--- src/rtl/and_reduce_seq_pkg.sv ---
// Shared types and helpers for the sequenced AND reducer: state encoding,
// operand-count limits and a width helper.
package and_reduce_seq_pkg;

  typedef enum logic [1:0] {
    ST_IDLE = 2'd0,
    ST_RUN  = 2'd1,
    ST_DONE = 2'd2
  } state_t;

  localparam int N_MIN = 2;
  localparam int N_MAX = 16;

  // Bits needed to hold 0..v-1, never less than one.
  function automatic int clog2(input int v);
    int r;
    r = 0;
    while ((1 << r) < v) r++;
    return (r < 1) ? 1 : r;
  endfunction

endpackage

--- src/rtl/and_reduce_seq_if.sv ---
// Operand-in / result-out handshake bundle for and_reduce_seq.
interface and_reduce_seq_if #(
  parameter int N = 3,
  parameter int W = 1
);
  localparam int SW = and_reduce_seq_pkg::clog2(N);

  logic            in_valid;
  logic            in_ready;
  logic [N*W-1:0]  in_data;
  logic            out_valid;
  logic            out_ready;
  logic [W-1:0]    out_data;
  logic [SW-1:0]   out_steps;
  logic            out_err;

  modport master (
    output in_valid, in_data, out_ready,
    input  in_ready, out_valid, out_data, out_steps, out_err
  );

  modport slave (
    input  in_valid, in_data, out_ready,
    output in_ready, out_valid, out_data, out_steps, out_err
  );
endinterface

--- src/rtl/and_gate.sv ---
// Existing 2-input AND cell reused by the fold datapath.
module and_gate (
  input  logic a,
  input  logic b,
  output logic y
);
  assign y = a & b;
endmodule

--- src/rtl/and_step.sv ---
// One fold step: a W-wide bank of and_gate cells combining acc with the
// selected operand.
module and_step #(
  parameter int W = 1
) (
  input  logic [W-1:0] acc,
  input  logic [W-1:0] operand,
  output logic [W-1:0] next_acc
);
  for (genvar b = 0; b < W; b++) begin : g_bit
    and_gate u_and (
      .a(acc[b]),
      .b(operand[b]),
      .y(next_acc[b])
    );
  end
endmodule

--- src/rtl/and_reduce_seq.sv ---
// Sequenced N-operand AND reducer: folds one operand per cycle through a
// shared and_step bank and cross-checks against a flat reduction.
module and_reduce_seq
  import and_reduce_seq_pkg::*;
#(
  parameter int N          = 3,
  parameter int W          = 1,
  parameter int EARLY_EXIT = 0
) (
  input logic             clk,
  input logic             rst_n,
  and_reduce_seq_if.slave bus
);
  localparam int SW = clog2(N);

  if (N < N_MIN || N > N_MAX) begin : g_bad_n
    $error("and_reduce_seq: N=%0d outside %0d..%0d", N, N_MIN, N_MAX);
  end

  state_t              state;
  logic [N-1:0][W-1:0] ops;
  logic [W-1:0]        acc;
  logic [W-1:0]        next_acc;
  logic [W-1:0]        flat;
  logic [SW-1:0]       idx;
  logic [SW-1:0]       steps;
  logic                done;

  and_step #(.W(W)) u_step (
    .acc     (acc),
    .operand (ops[idx]),
    .next_acc(next_acc)
  );

  // Reference reduction of the captured operands for the self-check flag.
  always_comb begin
    flat = '1;
    for (int i = 0; i < N; i++) flat &= ops[i];
  end

  always_ff @(posedge clk or negedge rst_n) begin
    if (!rst_n) begin
      state <= ST_IDLE;
      ops   <= '0;
      acc   <= '0;
      idx   <= '0;
      steps <= '0;
    end else begin
      case (state)
        ST_IDLE: if (bus.in_valid) begin
          ops   <= bus.in_data;
          acc   <= bus.in_data[W-1:0];
          idx   <= SW'(1);
          steps <= '0;
          state <= ST_RUN;
        end
        ST_RUN: begin
          acc   <= next_acc;
          steps <= steps + SW'(1);
          if (idx == SW'(N-1) || (EARLY_EXIT != 0 && next_acc == '0))
            state <= ST_DONE;
          else
            idx <= idx + SW'(1);
        end
        ST_DONE: if (bus.out_ready) state <= ST_IDLE;
        default: state <= ST_IDLE;
      endcase
    end
  end

  assign done          = (state == ST_DONE);
  assign bus.in_ready  = (state == ST_IDLE);
  assign bus.out_valid = done;
  assign bus.out_data  = done ? acc   : '0;
  assign bus.out_steps = done ? steps : '0;
  assign bus.out_err   = done && (acc != flat);
endmodule
--- src/flat_wrapper.sv ---
// flat-port wrapper written by rule: the top's interface ports become plain ports
module and_reduce_seq_flat import and_reduce_seq_pkg::*;
#(
  parameter int N          = 3,
  parameter int W          = 1,
  parameter int EARLY_EXIT = 0
)
  (clk, rst_n, bus_in_valid, bus_in_data, bus_out_ready, bus_in_ready, bus_out_valid, bus_out_data, bus_out_steps, bus_out_err);
  and_reduce_seq_if #(.N(N), .W(W)) bus_i ();
  input logic clk;
  input logic rst_n;
  input wire logic [$bits(bus_i.in_valid)-1:0] bus_in_valid;
  input wire logic [$bits(bus_i.in_data)-1:0] bus_in_data;
  input wire logic [$bits(bus_i.out_ready)-1:0] bus_out_ready;
  output wire logic [$bits(bus_i.in_ready)-1:0] bus_in_ready;
  output wire logic [$bits(bus_i.out_valid)-1:0] bus_out_valid;
  output wire logic [$bits(bus_i.out_data)-1:0] bus_out_data;
  output wire logic [$bits(bus_i.out_steps)-1:0] bus_out_steps;
  output wire logic [$bits(bus_i.out_err)-1:0] bus_out_err;
  assign bus_i.in_valid = bus_in_valid;
  assign bus_i.in_data = bus_in_data;
  assign bus_i.out_ready = bus_out_ready;
  assign bus_in_ready = bus_i.in_ready;
  assign bus_out_valid = bus_i.out_valid;
  assign bus_out_data = bus_i.out_data;
  assign bus_out_steps = bus_i.out_steps;
  assign bus_out_err = bus_i.out_err;
  and_reduce_seq #(.N(N), .W(W), .EARLY_EXIT(EARLY_EXIT)) u_core (.clk(clk), .rst_n(rst_n), .bus(bus_i));
endmodule
--- config.mk ---
export PLATFORM = sky130hd
export DESIGN_NAME = and_reduce_seq_flat
export DESIGN_NICKNAME = d
export VERILOG_FILES = /design/src/rtl/and_reduce_seq_pkg.sv /design/src/rtl/and_reduce_seq_if.sv /design/src/rtl/and_gate.sv /design/src/rtl/and_step.sv /design/src/rtl/and_reduce_seq.sv /design/src/flat_wrapper.sv
export SDC_FILE = /design/constraint.sdc
export NUM_CORES = 1
export LEC_CHECK = 0
export CORE_AREA = 2 2 39 41
export CTS_CLUSTER_SIZE = 40
export DETAILED_ROUTE_END_ITERATION = 10
export DIE_AREA = 0 0 41 43
export PLACE_DENSITY = 0.7
export SLEW_MARGIN = 20
export SYNTH_ARGS = -nofsm -noshare
export SYNTH_HDL_FRONTEND = slang
export SYNTH_HIERARCHICAL = 1
export SYNTH_SLANG_ARGS = --single-unit
--- constraint.sdc ---
create_clock -name clk -period 2.9 [get_ports clk]
set_input_delay 0.725 -clock clk [delete_from_list [all_inputs] [get_ports clk]]
set_output_delay 0.725 -clock clk [all_outputs]
set_load 0.01 [all_outputs]
==> flow_summary.toml, run 1 <==
[outcome]
outcome = "complete, no violations"

[critical_path]
path_class = "flip-flop to primary output"
crit_arrival_ns = 1.90
crit_fanout = 15
cp.required_ns = 2.17
start_kind = "flip-flop"
path_cells = "or3b_1, mux2i_1, clkdlybuf4s50_1"
worstRegToRegCells = 4
end_kind = "primary output"
crit_slowest_cell = "clkdlybuf4s50_1"
critPathMaxStageDelay_ns = 0.55

[final_layout]
fin_nets = 77
final_area_um2 = 733
drive_above_1_share_pct = 16.2
fill_cells = 131
layout_commonest_cell = "clkdlybuf4s50_1"
layout_common_cells = "clkdlybuf4s50_1 (12), dfrtp_1 (10), inv_1 (6)"
antenna_cells = 0
syn_to_final_growth_pct = 27.9

[clock_network]
clk_latency_ns = 0.26
cts_max_level = 1
cts_hold_buf = 0
cts_buffer_depth = 2
cts_buffers = 3
tritoncts = "yes"
clockRootBuffer = "clkbuf_4"
clkSinkCount = 10
cts.repair.resized = 0
cts_setup_buffers = 0
path_clk_slew_ns = 0.06

[global_routing]
grt_pass1_wl_mm = 1.64
grt_usage_pct = 14.6
antenna_found_initial = 0
grt_max_degree = 16
grt.overflow.total = 0
grt_pass1_vias = 365

[routing]
post-route-drc-count = 0
drt-initial-drc-count = 24
via_per_inst = 5.13
postRouteAntennaNets = 0
drt_first_pass_iters = 4
detail_route.wl_per_cell_um = 12.7
dr_total_vias = 431
drt_wl_total_mm = 1.07

[yosys]
synth_xor_area_share_pct = 0
synthArstFlopShare_pct = 100
ys.warnings.count = 6
synth_top_family_by_area = "simple AND/OR/NAND/NOR gates"
synth-main-ff-cell = "dfrtp_1"
synthAdderAreaFrac_pct = 2.18
ys_ff_latch = 10
syn-mean-instance-area_um2 = 10.6
synth.distinct_cells = 24
syn-num-nets = 62
synth-simple-area-share_pct = 24.0
syn_area_um2 = 573
synth_edf_count = 0
synth-compound-area-share_pct = 12.2
synthCells = 54
synth_mux_area_share_pct = 11.1
yosysSeqAreaShare_pct = 43.7

[floorplanning]
die_w_um = 41
io_pins = 13
die_area_um2 = 1760
die_height_um = 43
row_count = 14
coreArea_um2 = 1380
initial_core_util_pct = 41.4

[timing]
tightest_slew_ns = 0.463
hold_violations = 0
fin_skew_ns = 0.00113
rsz0062_at_grt = "false"
setup-tns-final_ns = 0
drv_slew = 0
fin_ws_ns = 0.279
period_needed_ns = 2.62
fin_crit_sh_pct = 90.4
clock.fmax_mhz = 382
slew-limit-headroom_pct = 69.1
setup_viol = 0

[power_and_ir_drop]
p_int_uw = 468
powerDensity_nw_per_um2 = 994
seq_power_share_pct = 41.7
power_leakage_nw = 0.322
swShare_pct = 35.8
vdd_ir_drop_max_mv = 0.471
p_sw_uw = 261
power_frac_comb_pct = 41.2
p_clk_share_pct = 17.1
total_power_uw = 729

[placement]
detailedPlace.worstSlack_ns = 0.573
portBuffers = 12
gp_congestion = 0.715
placed_area_um2 = 697
dp_hpwl_um = 783

[hold_path]
hp-class = "flip-flop to flip-flop"
whs_path_depth = 1

[job]
drv_cap = 0
==> cell type report <==
class,instances,area [µm²],share of cell area (%)
Multi-Input combinational cell,36,284,38.7
Tap cell,16,20.0,2.73
Sequential cell,10,250,34.1
Clock buffer,4,36.3,4.95
Inverter,6,22.5,3.07
Timing Repair Buffer,12,120,16.4
==> cell families (layout without fill, tap and decap cells) <==
logic type | after synthesis | after routing
multiplexers | 6 | 6
adder cells (fa/ha/maj) | 1 | 1
AO/OA/AOI/OAI | 8 | 8
flip-flops | 10 | 10
buffers and inverters | 8 | 22
AND/OR/NAND/NOR | 21 | 21
==> path summary, 6_finish.rpt <==
check / startpoint / end / slack (ns)
max in group asynchronous: rst_n / u_core/acc / 1.81
min in group asynchronous: rst_n / u_core/state[1] / 0.78
worst max register to register: u_core/idx[0] / u_core/idx[0] / 1.55
worst min register to register: u_core/steps[0] / u_core/steps[0] / 0.51
worst max-delay path: u_core/state[0] / bus_out_err / 0.28
worst min-delay path: u_core/steps[0] / u_core/steps[0] / 0.51
==> power by group through the flow <==
| stage | logic [mW] | registers (mW) | clock network [mW] |
|---|---|---|---|
| finish | 0.300 | 0.304 | 0.125 |
| floorplan | 0.257 | 0.263 | 0 |
| detailed placement | 0.300 | 0.306 | 0 |
| CTS | 0.303 | 0.303 | 0.129 |
| global route | 0.335 | 0.316 | 0.136 |
| global placement | 0.295 | 0.301 | 0 |
==> synth_stat cells (all sizes together), types with 2 or more instances <==
cell | instances | share of area, %
and2 | 3 | 3.3
buf | 2 | 2.8
dfrtp | 10 | 44
inv | 6 | 3.9
mux2 | 3 | 5.9
mux2i | 3 | 5.2
nand2 | 2 | 1.3
nand2b | 5 | 5.5
nand3 | 2 | 1.7
nand3b | 3 | 3.9
o221a | 2 | 3.9
o221ai | 2 | 3.1
==> stage by stage <==
| stage | hold slack, ns | utilization (%) | instances |
|---|---|---|---|
| floorplan | 0.429 | - | 54 |
| global placement | 0.507 | 50.4 | 80 |
| detailed placement | 0.512 | 50.4 | 80 |
| CTS | 0.519 | 53.0 | 84 |
| global route | 0.563 | 53.0 | 84 |
| finish | 0.510 | 53.0 | 84 |
==> flip-flops by register name, indices dropped and copies added (netlist names) <==
name,flops
u_core/ops,3
u_core/idx,2
u_core/state,2
u_core/steps,2
u_core/acc,1
==> worst max-delay path: cells and delay by family (launching register included) <==
family | cells | cell delay [ns]
and+or+nand+nor | 1 | 0.42
buffers and inverters | 1 | 0.55
DFF | 1 | 0.54
muxes | 1 | 0.12
==> per-layer routing <==
metal | GRT usage [%] | share of wire (%) | vias to the layer above
met3 | 6.28 | 2.9 | 2
met2 | 18.8 | 48 | 6
met1 | 19.0 | 47 | 204
li1 | - | - | 219
met5 | 0 | 0 | -
met4 | 10.0 | 1.9 | 0
Power figures use the tool's default switching activity.
==> inputs of run 2 (changes only) <==
Clock period 2.9 ns to 3.25 ns, I/O delays scaled along.
==> flow_summary.toml, run 2 (synthesis results as in run 1) <==
[job]
drv_cap = 0

[critical_path]
cp.required_ns = 2.44
crit_slowest_cell = "clkdlybuf4s50_1"
start_kind = "flip-flop"
crit_arrival_ns = 1.87
cp_num_buf_inv = 1
crit_fanout = 15
path_delay_family = "buffers and inverters"
path_cells = "or3b_1, mux2i_1, clkdlybuf4s50_1"
path_class = "flip-flop to primary output"
critPathMaxStageDelay_ns = 0.54
end_kind = "primary output"

[clock_network]
cts_buffer_depth = 2
cts_setup_buffers = 0
path_clk_slew_ns = 0.06
cts.repair.resized = 0
cts_max_level = 1
clkSinkCount = 10
clockRootBuffer = "clkbuf_4"
clk_latency_ns = 0.25
tritoncts = "yes"
cts_hold_buf = 0
cts_buffers = 3

[power_and_ir_drop]
p_int_uw = 391
vdd_ir_drop_max_mv = 0.375
seq_power_share_pct = 43.7
total_power_uw = 622
swShare_pct = 37.1
powerDensity_nw_per_um2 = 865
power_frac_comb_pct = 43.1
p_clk_share_pct = 13.2
power_leakage_nw = 0.315
p_sw_uw = 231

[final_layout]
final_area_um2 = 719
largest_reg_flops = 3
layout_common_cells = "clkdlybuf4s50_1 (12), dfrtp_1 (10), inv_1 (6)"
syn_to_final_growth_pct = 25.5
drive_above_1_share_pct = 14.9
regMostFlops = "u_core/ops"
layout_commonest_cell = "clkdlybuf4s50_1"
fin_nets = 77
fin_util_pct = 52.0
finalNonFillerCells = 83
antenna_cells = 0
fill_cells = 132

[floorplanning]
row_count = 14
coreArea_um2 = 1380
initial_core_util_pct = 41.4
die_w_um = 41
die_height_um = 43
io_pins = 13
die_area_um2 = 1760

[timing]
hold_violations = 0
hold_slack_ns = 0.516
fin_ws_ns = 0.565
fin_skew_ns = 0.00137
tightest_slew_ns = 0.469
drv_slew = 0
period_needed_ns = 2.68
rsz0062_at_grt = "false"
fin_crit_sh_pct = 82.6
setup-tns-final_ns = 0
setup_viol = 0
slew-limit-headroom_pct = 68.7
clock.fmax_mhz = 372

[global_routing]
grt.overflow.total = 0
antenna_found_initial = 0
grt_usage_pct = 15.6
grt_pass1_vias = 381
grt_max_degree = 16
grt_pass1_wl_mm = 1.78

[routing]
post-route-drc-count = 0
drt-initial-drc-count = 8
drt_first_pass_iters = 3
drt_wl_total_mm = 1.08
dr_total_vias = 423
via_per_inst = 5.10
detail_route.wl_per_cell_um = 13.0
postRouteAntennaNets = 0

[placement]
placed_area_um2 = 697
dpl.cell_count = 80
gp_congestion = 0.718
portBuffers = 12
dp_hpwl_um = 818
detailedPlace.worstSlack_ns = 0.839

[outcome]
outcome = "complete, no violations"

[hold_path]
hp-class = "flip-flop to flip-flop"
run 2: per-layer routing:
layer	up-vias	track usage, %	share of wire [%]
met5	-	0	0
met4	0	12.0	1.6
met3	2	3.14	2.1
met2	4	19.7	46
met1	199	22.2	50
li1	218	-	-
run 2: cell type report:
| type | count | area, µm² | share of cell area [%] |
|---|---|---|---|
| Timing Repair Buffer | 12 | 120 | 16.7 |
| Tap cell | 16 | 20.0 | 2.78 |
| Inverter | 6 | 22.5 | 3.13 |
| Multi-Input combinational cell | 36 | 284 | 39.5 |
| Sequential cell | 10 | 250 | 34.8 |
| Clock buffer | 3 | 22.5 | 3.13 |
run 2: path summary, 6_finish.rpt:
check | depth (start not counted) | slack (ns) | startpoint | to
max | 3 | 0.57 | u_core/state[0] | bus_out_err
min | 1 | 0.52 | u_core/steps[0] | u_core/steps[0]
max reg2reg | 4 | 1.89 | u_core/idx[0] | u_core/idx[0]
min reg2reg | 1 | 0.52 | u_core/steps[0] | u_core/steps[0]
max in group asynchronous | 1 | 2.05 | rst_n | u_core/ops[2]
min in group asynchronous | 1 | 0.88 | rst_n | u_core/steps[1]
run 2: power groups by stage:
stage                     Sequential (mW)  Combinational, mW  Clock (mW)
after global routing                0.283              0.299      0.0929
after floorplan                     0.235              0.230           0
after global placement              0.269              0.263           0
after detailed placement            0.273              0.271           0
after CTS                           0.270              0.274      0.0851
final                               0.272              0.268      0.0819
==> inputs of run 3 (changes only) <==
Settings changed: CORE_AREA 2 2 39 41 to unset, CORE_MARGIN set to 2, CORE_UTILIZATION set to 42, DIE_AREA 0 0 41 43 to unset, PLACE_DENSITY 0.7 to 0.71.
Clock period 3.25 ns to 2.2 ns, I/O delays scaled along.
==> flow_summary.toml, run 3 (synthesis results as in run 1) <==
[routing]
drt_wl_total_mm = 1.04
postRouteAntennaNets = 0
post-route-drc-count = 0
drt_first_pass_iters = 4
via_per_inst = 5.15
dr_total_vias = 438
detail_route.wl_per_cell_um = 12.3
drt-initial-drc-count = 8

[global_routing]
antenna_found_initial = 0
grt_pass1_wl_mm = 1.82
grt.overflow.total = 0
grt_usage_pct = 17.9
grt_max_degree = 15
grt_pass1_vias = 435

[placement]
dp_hpwl_um = 791
portBuffers = 12
gp_congestion = 0.721
dpl.cell_count = 81

[power_and_ir_drop]
seq_power_share_pct = 36.8
total_power_uw = 983
power_frac_comb_pct = 46.7
p_sw_uw = 347
power_leakage_nw = 0.379
vdd_ir_drop_max_mv = 0.684
p_int_uw = 636
p_clk_share_pct = 16.5
powerDensity_nw_per_um2 = 1300
swShare_pct = 35.3

[critical_path]
end_kind = "primary output"
crit_fanout = 14
cp.required_ns = 1.65
crit_arrival_ns = 1.51
start_kind = "flip-flop"
path_class = "flip-flop to primary output"

[floorplanning]
die_area_um2 = 1680
io_pins = 13
initial_core_util_pct = 44.6
die_w_um = 40.9
die_height_um = 40.9
row_count = 13
coreArea_um2 = 1280

[clock_network]
clk_latency_ns = 0.27
tritoncts = "yes"
clockRootBuffer = "clkbuf_4"
path_clk_slew_ns = 0.07
cts_hold_buf = 0
cts_buffer_depth = 2
cts_max_level = 1
cts_setup_buffers = 0
cts_buffers = 3
clkSinkCount = 10

[timing]
tightest_slew_ns = 0.448
fin_skew_ns = 0.00987
clock.fmax_mhz = 486
period_needed_ns = 2.06
setup_viol = 0
setup-tns-final_ns = 0
fin_crit_sh_pct = 93.6
slew-limit-headroom_pct = 70.0
rsz0062_at_grt = "false"
drv_slew = 0
hold_violations = 0

[final_layout]
fin_nets = 79
layout_commonest_cell = "dfrtp_1"
layout_common_cells = "dfrtp_1 (10), clkdlybuf4s50_1 (8), inv_1 (6)"
drive_above_1_share_pct = 20.0
fin_util_pct = 58.9
finalNonFillerCells = 85
syn_to_final_growth_pct = 32.1
largest_reg_flops = 3
fill_cells = 113
antenna_cells = 0
regMostFlops = "u_core/ops"

[hold_path]
hp-class = "flip-flop to flip-flop"

[job]
drv_cap = 0

[outcome]
outcome = "complete, no violations"
run 3: power by group through the flow:
stage,clock network (mW),registers [mW],logic (mW)
global placement,0,0.363,0.450
detailed placement,0,0.364,0.455
CTS,0.168,0.360,0.464
floorplan,0,0.347,0.339
global route,0.183,0.381,0.518
finish,0.162,0.362,0.459
run 3: layer usage:
layer / track usage, % / share of wire, % / vias up / routed length, µm
li1: - / - / 224 / -
met1: 21.0 / 48 / 205 / 500
met2: 26.6 / 46 / 7 / 478
met3: 9.78 / 4.9 / 2 / 51
met4: 7.50 / 1.3 / 0 / 14
met5: 0 / 0 / - / 0
run 3: final timing paths:
check	startpoint	end	slack [ns]	cells after the start
max	u_core/state[0]	bus_out_valid	0.14	3
min	u_core/state[1]	u_core/state[0]	0.50	1
max reg2reg	u_core/state[1]	u_core/ops[2]	0.83	3
min reg2reg	u_core/state[1]	u_core/state[0]	0.50	1
max in group asynchronous	rst_n	u_core/idx[0]	1.29	1
min in group asynchronous	rst_n	u_core/ops[1]	0.59	1
run 3: cell type report:
class | instances | area, µm² | share of cell area [%]
multi-input cells | 36 | 292 | 38.5
flip-flops and latches | 10 | 250 | 33.1
repair buffers | 14 | 138 | 18.2
clock buffers | 4 | 36.3 | 4.79
inverters | 6 | 22.5 | 2.98
well taps | 15 | 18.8 | 2.48
run 3: critical path: stages (launching register included):
cell and delay (ns):
dfrtp_1 0.37, buf_4 0.19, nor2b_4 0.14, clkdlybuf4s50_1 0.54
run 3: timing repair:
item | CTS | global route
endpoints found under the setup margin | 3 | 2
endpoints found under the hold margin | 0 | 0
resized for setup | 4 | 2
pin swaps | 0 | 0
gates cloned | 0 | 0
run 3: metrics by stage:
stage	worst slack, ns	instance area [µm²]	hold slack, ns
floorplan	0.492	573	0.254
global placement	0.225	711	0.489
detailed placement	0.159	711	0.487
CTS	0.0253	752	0.501
global route	0.0695	757	0.525
finish	0.141	757	0.501
